**src/rtl/gen_scheduler.sv**
```systemverilog
// Generation scheduler: paces generation/seed operations off VGA frame ticks and
// swaps the displayed buffer only on a frame tick once the engine has finished.
module gen_scheduler #(
    parameter int LOG_MAX_SPEED = 5,
    parameter int LOG_NUM_SEED  = 3,
    parameter int GEN_CNT_W     = 16
) (
    input  logic                     clk_in,
    input  logic                     rst_in,
    input  logic                     vsync_in,
    input  logic [LOG_MAX_SPEED-1:0] speed_in,
    input  logic                     step_in,
    input  logic                     seed_load_in,
    input  logic [LOG_NUM_SEED-1:0]  seed_sel_in,
    input  logic                     engine_done_in,
    output logic                     gen_start_out,
    output logic                     seed_start_out,
    output logic [LOG_NUM_SEED-1:0]  seed_sel_out,
    output logic                     buf_sel_out,
    output logic [GEN_CNT_W-1:0]     gen_count_out,
    output logic                     busy_out
);

    typedef enum logic [1:0] {
        ST_IDLE      = 2'd0,
        ST_GEN       = 2'd1,
        ST_SEED      = 2'd2,
        ST_PEND_SWAP = 2'd3
    } state_t;

    localparam logic [LOG_MAX_SPEED:0] MAX_SPEED = {1'b1, {LOG_MAX_SPEED{1'b0}}};
    localparam logic [LOG_MAX_SPEED:0] ONE_F     = {{LOG_MAX_SPEED{1'b0}}, 1'b1};
    localparam logic [GEN_CNT_W-1:0]   ONE_G     = {{(GEN_CNT_W-1){1'b0}}, 1'b1};

    state_t                   r_state;
    state_t                   w_next_state;
    logic                     r_vsync_prev;
    logic [LOG_MAX_SPEED-1:0] r_frame_cnt;
    logic                     r_seed_pend;
    logic [LOG_NUM_SEED-1:0]  r_pend_sel;
    logic                     r_op_seed;
    logic                     r_gen_start;
    logic                     r_seed_start;
    logic [LOG_NUM_SEED-1:0]  r_seed_sel;
    logic                     r_buf_sel;
    logic [GEN_CNT_W-1:0]     r_gen_count;
    logic                     r_busy;

    logic                     w_tick;
    logic [LOG_MAX_SPEED:0]   w_interval;
    logic [LOG_MAX_SPEED:0]   w_frame_next;
    logic                     w_timer_hit;
    logic                     w_start_gen;
    logic                     w_start_seed;
    logic                     w_swap;
    logic                     w_busy_next;
    logic                     w_buf_next;
    logic [GEN_CNT_W-1:0]     w_gen_count_next;
    logic [LOG_NUM_SEED-1:0]  w_seed_sel_next;

    assign w_tick       = r_vsync_prev & ~vsync_in;
    assign w_interval   = MAX_SPEED - {1'b0, speed_in};
    assign w_frame_next = {1'b0, r_frame_cnt} + ONE_F;
    // >= rather than == so that raising the speed mid-interval never stalls the timer
    assign w_timer_hit  = w_tick && (speed_in != '0) && (w_frame_next >= w_interval);

    // State register
    always_ff @(posedge clk_in or posedge rst_in) begin
        if (rst_in) begin
            r_state <= ST_IDLE;
        end else begin
            r_state <= w_next_state;
        end
    end

    // Next-state and start/swap decisions; a pending seed load outranks every IDLE trigger
    always_comb begin
        w_next_state = r_state;
        w_start_gen  = 1'b0;
        w_start_seed = 1'b0;
        w_swap       = 1'b0;
        case (r_state)
            ST_IDLE: begin
                if (seed_load_in || r_seed_pend) begin
                    w_start_seed = 1'b1;
                    w_next_state = ST_SEED;
                end else if ((step_in && (speed_in == '0)) || w_timer_hit) begin
                    w_start_gen  = 1'b1;
                    w_next_state = ST_GEN;
                end else begin
                    w_next_state = ST_IDLE;
                end
            end
            ST_GEN, ST_SEED: begin
                if (engine_done_in) begin
                    w_next_state = ST_PEND_SWAP;
                end else begin
                    w_next_state = r_state;
                end
            end
            ST_PEND_SWAP: begin
                if (w_tick) begin
                    w_swap       = 1'b1;
                    w_next_state = ST_IDLE;
                end else begin
                    w_next_state = ST_PEND_SWAP;
                end
            end
            default: begin
                w_next_state = ST_IDLE;
            end
        endcase
    end

    // Next values of the registered outputs
    always_comb begin
        w_busy_next = (w_next_state != ST_IDLE);
        if (w_swap) begin
            w_buf_next = ~r_buf_sel;
            if (r_op_seed) begin
                w_gen_count_next = '0;
            end else begin
                w_gen_count_next = r_gen_count + ONE_G;
            end
        end else begin
            w_buf_next       = r_buf_sel;
            w_gen_count_next = r_gen_count;
        end
        if (w_start_seed) begin
            if (seed_load_in) begin
                w_seed_sel_next = seed_sel_in;
            end else begin
                w_seed_sel_next = r_pend_sel;
            end
        end else begin
            w_seed_sel_next = r_seed_sel;
        end
    end

    // Output registers
    always_ff @(posedge clk_in or posedge rst_in) begin
        if (rst_in) begin
            r_gen_start  <= 1'b0;
            r_seed_start <= 1'b0;
            r_busy       <= 1'b0;
            r_buf_sel    <= 1'b0;
            r_gen_count  <= '0;
            r_seed_sel   <= '0;
        end else begin
            r_gen_start  <= w_start_gen;
            r_seed_start <= w_start_seed;
            r_busy       <= w_busy_next;
            r_buf_sel    <= w_buf_next;
            r_gen_count  <= w_gen_count_next;
            r_seed_sel   <= w_seed_sel_next;
        end
    end

    // Frame edge history, frame counter, pending seed request and operation kind
    always_ff @(posedge clk_in or posedge rst_in) begin
        if (rst_in) begin
            r_vsync_prev <= 1'b1;
            r_frame_cnt  <= '0;
            r_seed_pend  <= 1'b0;
            r_pend_sel   <= '0;
            r_op_seed    <= 1'b0;
        end else begin
            r_vsync_prev <= vsync_in;
            if (w_swap) begin
                r_frame_cnt <= '0;
            end else if ((r_state == ST_IDLE) && w_tick) begin
                r_frame_cnt <= w_frame_next[LOG_MAX_SPEED-1:0];
            end else begin
                r_frame_cnt <= r_frame_cnt;
            end
            if ((r_state != ST_IDLE) && seed_load_in) begin
                r_seed_pend <= 1'b1;
                r_pend_sel  <= seed_sel_in;
            end else if (w_start_seed) begin
                r_seed_pend <= 1'b0;
                r_pend_sel  <= r_pend_sel;
            end else begin
                r_seed_pend <= r_seed_pend;
                r_pend_sel  <= r_pend_sel;
            end
            if (w_start_seed) begin
                r_op_seed <= 1'b1;
            end else if (w_start_gen) begin
                r_op_seed <= 1'b0;
            end else begin
                r_op_seed <= r_op_seed;
            end
        end
    end

    assign gen_start_out  = r_gen_start;
    assign seed_start_out = r_seed_start;
    assign seed_sel_out   = r_seed_sel;
    assign buf_sel_out    = r_buf_sel;
    assign gen_count_out  = r_gen_count;
    assign busy_out       = r_busy;

endmodule
```
**config.mk**
```make
export PLATFORM = sky130hd
export DESIGN_NAME = gen_scheduler
export DESIGN_NICKNAME = d
export VERILOG_FILES = /design/src/rtl/gen_scheduler.sv
export SDC_FILE = /design/constraint.sdc
export NUM_CORES = 1
export LEC_CHECK = 0
export CAP_MARGIN = 20
export CORE_MARGIN = 1.5
export CORE_UTILIZATION = 30
export DETAILED_ROUTE_END_ITERATION = 10
export SLEW_MARGIN = 0
export SYNTH_ARGS = -nofsm -noshare
export SYNTH_HDL_FRONTEND = slang
export SYNTH_SLANG_ARGS = --single-unit
```
**constraint.sdc**
```tcl
create_clock -name clk_in -period 4.82 [get_ports clk_in]
set_clock_uncertainty 0.1 [all_clocks]
set_input_delay 0.964 -clock clk_in [delete_from_list [all_inputs] [get_ports clk_in]]
set_output_delay 0.964 -clock clk_in [all_outputs]
set_load 0.03 [all_outputs]
```
---- Word-level counts from Yosys, hierarchy flattened ----
Index checks and enable logic that the tools add are counted.
operators by class
  equal/unequal tests ..................... 3
  $add $sub $neg .......................... 3
  reduce and logical (&&, ||, !) cells .... 16
  bitwise gates (word level) .............. 3
  magnitude comparators ................... 1
  mux-type cells .......................... 20
operators by type and width
  kind                     number
  $add A16 B1 Y16 const B  1
  $mux W16                 1
  $mux W1                  12
  $mux W5                  2
  $reduce_bool A2 Y1       5
  $add A5 B1 Y6 const B    1
  $ge A6 B6 Y1             1
  $mux W2                  3
  $pmux W2 S3              1
  $sub A6 B5 Y6 const A    1
  $logic_and A1 B1 Y1      5
  $logic_not A5 Y1         1
  $reduce_bool A5 Y1       1
  $eq A2 B2 Y1 const B     2
  $mux W3                  1
  $eq A2 B1 Y1 const B     1
  $logic_not A2 Y1         1
  $logic_or A1 B1 Y1       2
  $not A1 Y1               2
  $reduce_or A2 Y1         1
  $and A1 B1 Y1            1
word-level totals
  output and inout port bits .............. 23
  register bits after elaboration ......... 36
  logic and storage cells ................. 58
  input bits .............................. 14

---- Depth between registers and ports, before layout ----
Gate-level depths: netlist (run 1).
  depth after elaboration ................. 10
  mapped depth ............................ 10
  gate-level depth less buffers ........... 10

---- Worst setup path after synthesis (run 1) ----
No wires, ideal clock.
  path type ............................... input -> register
  from .................................... input port speed_in[0]
  to ...................................... register r_busy, in the netlist busy_out
  data arrival time ....................... 2.536 ns
  path slack .............................. 2.060 ns
  required time ........................... 4.596 ns
  stages .................................. 10
  setup time .............................. 0.124 ns
  buffers on the path ..................... 0
  cells stage by stage .................... inv_1 ha_1 nor3b_1 ha_1 inv_1 ha_1 a221oi_1 o21ai_0 o21bai_1 a211o_1
between the ends
  longest elaborated chain between the ends .. 8
  elaborated cells on any way between the ends .. 12
  classes of those cells .................. add/sub: 1; order compare: 1; mux: 3; reduce/logical: 7
ends and longest elaborated chain
  what                                                 line    source
  start: declaration                                   11      input logic [LOG_MAX_SPEED-1:0] speed_in,
  $sub A6 B5 Y6 or $reduce_bool A5 Y1 (tied branches)  62, 65
  $ge A6 B6 Y1 or $logic_and A1 B1 Y1 (tied branches)  65      assign w_timer_hit = w_tick && (speed_in != '0) && (w_frame_next >= w_interval);
  $logic_and A1 B1 Y1                                  65
  $logic_or A1 B1 Y1 (*)                               87      end else if ((step_in && (speed_in == '0)) || w_timer_hit) begin
  $mux W1 (*)                                          87
  $mux W2 (*)                                          84      if (seed_load_in || r_seed_pend) begin
  $pmux W2 S3 (*)                                      82      case (r_state)
  $reduce_bool A2 Y1 (*)                               117     w_busy_next = (w_next_state != ST_IDLE);
  net w_busy_next                                      56      logic w_busy_next;
  end signal: assignment                               152     r_busy <= w_busy_next;
  end: declaration                                     47      logic r_busy;
The timed path passes the listed nets; every way through them passes the cells marked *.
A chain may end at the register's enable or synchronous reset.

---- Worst setup path in the final report (run 1) ----
Same ends and word-level chain as after synthesis.

==> results of run 1 <==
[metrics by stage]
| step | power, mW | utilization, % | setup slack (ns) |
|---|---|---|---|
| 6_report | 1.030 | 39.42 | 1.657 |
| 5_1_grt | 1.107 | 39.42 | 1.553 |
| 4_1_cts | 1.043 | 39.42 | 1.686 |
| 3_5_place_dp | 0.8164 | 38.01 | 1.370 |
| 3_3_place_gp | 0.8054 | 38.01 | 1.442 |
| 2_1_floorplan | 0.6897 | - | 2.060 |
[layer usage]
metal | wire length, um | vias up | track usage, %
li1 | - | 821 | -
met1 | 2039 | 803 | 16.69
met2 | 1971 | 37 | 20.13
met3 | 214 | 10 | 3.736
met4 | 75 | 0 | 5.865
met5 | 0 | - | 0
[state kept, by name (all words and copies together), names as in the netlist]
signal          flops
gen_count_out      16
r_frame_cnt         5
r_pend_sel          3
seed_sel_out        3
r_state             2
buf_sel_out         1
busy_out            1
gen_start_out       1
r_op_seed           1
r_seed_pend         1
r_vsync_prev        1
seed_start_out      1
[kinds of logic after synthesis]
| kind of cell | Yosys count | share of synthesized area (%) |
|---|---|---|
| buffers and inverters | 18 | 3.759 |
| XOR/XNOR | 11 | 4.824 |
| AO/OA/AOI/OAI | 48 | 13.78 |
| AND/OR/NAND/NOR | 75 | 20.61 |
| adder cells (fa/ha/maj) | 12 | 7.519 |
| multiplexers | 8 | 4.323 |
| flip-flops | 36 | 45.18 |
[worst max-delay path: cells and delay by family]
| family | cells | cell delay [ns] |
|---|---|---|
| compound gates | 4 | 0.87 |
| fa+ha+maj | 3 | 0.65 |
| buf+inv | 3 | 0.60 |
| simple gates | 1 | 0.15 |
[power by group through the flow]
stage | logic (mW) | clock network (mW) | registers [mW]
final | 0.381 | 0.225 | 0.424
after global routing | 0.425 | 0.247 | 0.435
after CTS | 0.386 | 0.232 | 0.425
after detailed placement | 0.386 | 0 | 0.430
after global placement | 0.377 | 0 | 0.428
after floorplan | 0.220 | 0 | 0.470
[how the worst max path moves through the flow]
| stage | start | end | slack [ns] | cells after the start |
|---|---|---|---|---|
| 2_1_floorplan | speed_in[0] | busy_out | 2.06 | 10 |
| 3_3_place_gp | speed_in[0] | busy_out | 1.44 | 11 |
| 3_5_place_dp | speed_in[0] | busy_out | 1.37 | 11 |
| 4_1_cts | speed_in[0] | busy_out | 1.69 | 11 |
| 5_1_grt | speed_in[0] | busy_out | 1.55 | 11 |
| 6_report | speed_in[0] | busy_out | 1.66 | 11 |
[final cells by class]
class	count	area, sq um	area share [%]
Multi-Input combinational cell	154	1020	40.51
Sequential cell	36	902.1	35.84
Timing Repair Buffer	37	367.9	14.61
Tap cell	77	96.34	3.827
Clock buffer	8	90.09	3.579
Inverter	11	41.29	1.640
[placed cells by master (no fill, tap or decap), types with 4 or more instances in the layout]
cell type / n
dfrtp_1: 35
mux2_2: 5
o21ai_0: 21
and3_1: 4
inv_1: 11
nand2_1: 15
nand3_1: 8
nand4_1: 6
nand2b_1: 4
a21oi_1: 14
nor3_1: 8
nor2_1: 12
ha_1: 12
xnor2_1: 7
clkdlybuf4s50_1: 36
xor2_1: 4
clkbuf_8: 6
==> impl_metrics.tcl, run 1 <==
set metrics [dict create \
    final_layout_size_suffix_gt1_share_pct 6.504 \
    cts_buffer_depth 2 \
    worst_hold_path_type "flip-flop to flip-flop" \
    synth-edff-count 0 \
    dieArea_sq_um 7155 \
    syn_inst 208 \
    max_stage_delay_ns 0.50 \
    status "complete, no violations" \
    num_vias 1671 \
    ir_worst_vdd_mv 0.2598 \
    cts_resized 0 \
    setup_viol_count_final 0 \
    initial_core_util_pct 31.27 \
    ys_types 40 \
    synth_seq_cells 36 \
    critPathLaunchType "input port" \
    path_cells "clkdlybuf4s50_1 -> inv_1 -> ha_1 -> nor3b_1 -> ha_1 -> inv_1 -> ha_1 -> a221oi_1 -> o21ai_0 -> o21bai_1 -> a211o_1" \
    synth_area_leaders "dfrtp_1 44%, ha_1 7.5%, o21ai_0 5.3%, a21oi_1 3.5%, xnor2_1 3.1%" \
    final_area_sq_um 2517 \
    required_ns 4.90 \
    yosysWarnings 0 \
    clkTransAtPathRegs_ns 0.07 \
    holdPathStages 1 \
    synth.top_cell.area_share_pct 43.86 \
    cts_root_buffer "clkbuf_8" \
    fin_tns_setup_ns 0 \
    dp_cells 315 \
    end_kind "flip-flop" \
    grt_overflow 0 \
    ys_seq_area_share_pct 45.18 \
    grt_use_total_pct 12.94 \
    dp_hpwl_um 3137 \
    pwr-share-comb_pct 37.0 \
    rows 29 \
    port_buffers 36 \
    tritoncts "built" \
    leakage_nw 1.076 \
    p_clk_share_pct 21.8 \
    nets 271 \
    slowest_stage "clkdlybuf4s50_1" \
    instances_no_fill 323 \
    grt_start_max_net_pins 32 \
    finalWeightedCongestion 0.7891 \
    synth_nets 234 \
    avgSynthCellArea_sq_um 9.601 \
    drv_cap 0 \
    netlist_top_cells_count "35 x dfrtp_1, 21 x o21ai_0, 15 x nand2_1" \
    diodes 0 \
    synthArstFlopShare_pct 100.0 \
    cts_setup_buffers 0 \
    min_to "buf_sel_out" \
    synth.most_common_cell "dfrtp_1" \
    fin_crit_sh_pct 65.63 \
    fp.dieW_um 84.59 \
    first_global_vias 1601 \
    hold_viol 0 \
    clock_latency_ns 0.29 \
    yosysTopAreaCell "dfrtp_1" \
    worstPathArrival_ns 3.24 \
    hold_start "buf_sel_out" \
    grt_pass1_wl_um 7452 \
    fillCellCount 648 \
    p_per_area_nw_per_um2 409.2 \
    rsz0062_at_grt "false" \
    r2r_cells 8 \
    p_seq_share_pct 41.2 \
    synth_area_sq_um 1997 \
    first_pass_iters 4 \
    fp.dieH_um 84.59 \
    cts_buffers 5 \
    ios 37 \
    ant_nets 0 \
    switching_power_mw 0.3793 \
    max_slew_margin_pct 70.37 \
    fmaxAchievable_mhz 316.1 \
    antenna_found_initial 0 \
    rr_endpoint "busy_out" \
    path_class "input port to flip-flop" \
    swShare_pct 36.82 \
    viasPerCell 5.173 \
    tightest_slew_ns 0.4445 \
    wl_per_cell_um 13.31 \
    slew_viol_final 0 \
    routed_wl_um 4299 \
    synth_flop_cell "dfrtp_1" \
    cts_hold_buf 0 \
    r2r_start "r_frame_cnt[0]" \
    period_minus_slack_ns 3.163 \
    h-tree-depth 2 \
    syn2layout_area_growth_pct 26.06 \
    internal_power_mw 0.6509 \
    cts.sinks 36 \
    worst_hold_slack_ns 0.3707 \
    dpl_cell_area_sq_um 2427 \
    crit_top_cell "ha_1" \
    drc 0 \
    path_max_fanout 3 \
    drtIter0Drc 60 \
    core_area_sq_um 6386 \
    r2r_slack_ns 2.46 \
]
No activity file was read; power rests on OpenSTA's default activity.
==> run 2: changes to the inputs <==
==> constraint.sdc (replaced) <==
create_clock -name clk_in -period 2.55 [get_ports clk_in]
set_clock_uncertainty 0.1 [all_clocks]
set_input_delay 0.51 -clock clk_in [delete_from_list [all_inputs] [get_ports clk_in]]
set_output_delay 0.51 -clock clk_in [all_outputs]
set_load 0.03 [all_outputs]
==> run 2 against run 1 <==
Net effect:
- non-clock buffer count increased by 9
- worst setup slack lost 1.5 ns
- cell area increased by 3.6%
- clock power up 120%
- combinational power increased by 94%
- hold slack improved by 0.0076 ns
- flip-flop and latch count is the same
- first-iteration DRC count up 6.7%
- critical endpoint unchanged
==> impl_metrics.tcl, run 2 (same netlist as run 1, synthesis figures left out) <==
set metrics [dict create \
    end_kind "flip-flop" \
    drc 0 \
    startpoint "speed_in[2]" \
    ir_worst_vdd_mv 0.3963 \
    routed_wl_um 4245 \
    ios 37 \
    worst_hold_path_type "flip-flop to flip-flop" \
    tightest_slew_ns 0.4700 \
    cts_buffers 5 \
    rsz0062_at_grt "false" \
    hold_viol 0 \
    r2r_start "r_frame_cnt[0]" \
    dr_wl_met3_um 173 \
    antenna_found_initial 0 \
    first_global_vias 1615 \
    first_pass_iters 4 \
    finalWeightedCongestion 0.8310 \
    setup_viol_count_final 0 \
    leakage_nw 1.134 \
    cts_hold_buf 0 \
    diodes 0 \
    cts.sinks 36 \
    num_vias 1636 \
    final_common_cell "dfrtp_1" \
    clock_latency_ns 0.29 \
    rows 29 \
    worstPathArrival_ns 2.44 \
    r2r_slack_ns 0.26 \
    period_minus_slack_ns 2.378 \
    most-common-layout-cells "35 x dfrtp_1, 34 x clkdlybuf4s50_1, 20 x o21ai_0, 15 x nand2_1, 14 x a21oi_1" \
    h-tree-depth 2 \
    fillCellCount 623 \
    path_class "input port to flip-flop" \
    drv_cap 0 \
    grt_pass1_wl_um 7417 \
    dieArea_sq_um 7155 \
    dp_hpwl_um 3040 \
    grt_use_total_pct 12.78 \
    final_layout_size_suffix_gt1_share_pct 10.98 \
    endpoint "busy_out" \
    path_max_fanout 3 \
    viasPerCell 4.928 \
    grt_overflow 0 \
    fin_crit_sh_pct 93.24 \
    holdPathStages 1 \
    highest_layer "met4" \
    fp.dieW_um 84.59 \
    ant_nets 0 \
    initial_core_util_pct 31.27 \
    dp_cells 323 \
    slew_viol_final 0 \
    fin_tns_setup_ns 0 \
    met1_length_um 2008 \
    drtIter0Drc 64 \
    wl_per_cell_um 12.79 \
    syn2layout_area_growth_pct 30.64 \
    nets 280 \
    route.met2.wl_um 2018 \
    clkTransAtPathRegs_ns 0.07 \
    instances_no_fill 332 \
    critPathLaunchType "input port" \
    fmaxAchievable_mhz 420.6 \
    tritoncts "built" \
    cts_buffer_depth 2 \
    fp.dieH_um 84.59 \
    worst_hold_slack_ns 0.3783 \
    max_slew_margin_pct 68.67 \
    r2r_cells 8 \
    grt_start_max_net_pins 37 \
    p_per_area_nw_per_um2 779.5 \
    cts_root_buffer "clkbuf_8" \
    largest_reg_flops 16 \
    port_buffers 36 \
    rr_endpoint "busy_out" \
    required_ns 2.62 \
    status "complete, no violations" \
    core_area_sq_um 6386 \
]
run 2: cell count changes in the layout (fill, tap and decap cells not counted), sizes merged:
cell           change
buf                +9
bufinv             +1
clkdlybuf4s50      -2
clkinv             +1
dlygate4sd2        +2
clkbuf             -2
run 2: metrics by stage:
stage | utilization (%) | total power, mW | area [sq um] | worst slack, ns
finish | 40.85 | 2.033 | 2609 | 0.1724
global route | 40.85 | 2.185 | 2609 | 0.04386
CTS | 40.85 | 2.062 | 2609 | 0.1423
detailed placement | 38.95 | 1.547 | 2487 | -0.4782
global placement | 38.95 | 1.528 | 2487 | -0.3329
floorplan | - | 1.304 | 1997 | 0.2436
run 2: area by class of cell:
type                       instances  area [sq um]  area share (%)
multi-input combinational        154          1028           39.42
sequential                        36         902.1           34.58
timing repair buffer              46         432.9           16.59
tap                               77         96.34           3.693
clock buffer                       6         72.57           2.782
inverter                          11         41.29           1.583
clock inverter                     2         35.03           1.343
run 2: critical path, stage by stage:
cell	delay, ns
clkdlybuf4s50_1	0.44
nor3_1	0.21
buf_4	0.16
xor2_1	0.14
ha_1	0.25
a21oi_1	0.16
o21ai_1	0.08
o21bai_1	0.18
a211o_1	0.30
run 2: metal layers:
layer / track usage [%] / up-vias
li1: - / 841
met1: 16.45 / 759
met2: 20.92 / 29
met3: 3.147 / 7
met4: 4.545 / 0
met5: 0 / -
run 2: worst min-delay path by stage:
stage	from	endpoint	slack, ns
2_1_floorplan	r_pend_sel[0]	r_pend_sel[0]	0.38
3_3_place_gp	buf_sel_out	buf_sel_out	0.36
3_5_place_dp	buf_sel_out	buf_sel_out	0.37
4_1_cts	buf_sel_out	buf_sel_out	0.38
5_1_grt	buf_sel_out	buf_sel_out	0.40
6_report	buf_sel_out	buf_sel_out	0.38
run 2: power breakdown:
group | switching [mW] | internal, mW
registers | 0.102 | 0.699
clock network | 0.204 | 0.290
logic | 0.412 | 0.326
total | 0.718 | 1.32
run 2: repair_timing:
action	in CTS	in global routing
hold endpoints to repair	0	0
endpoints found under the setup margin	4	0
gates resized for setup	5	0
setup buffers	1	0
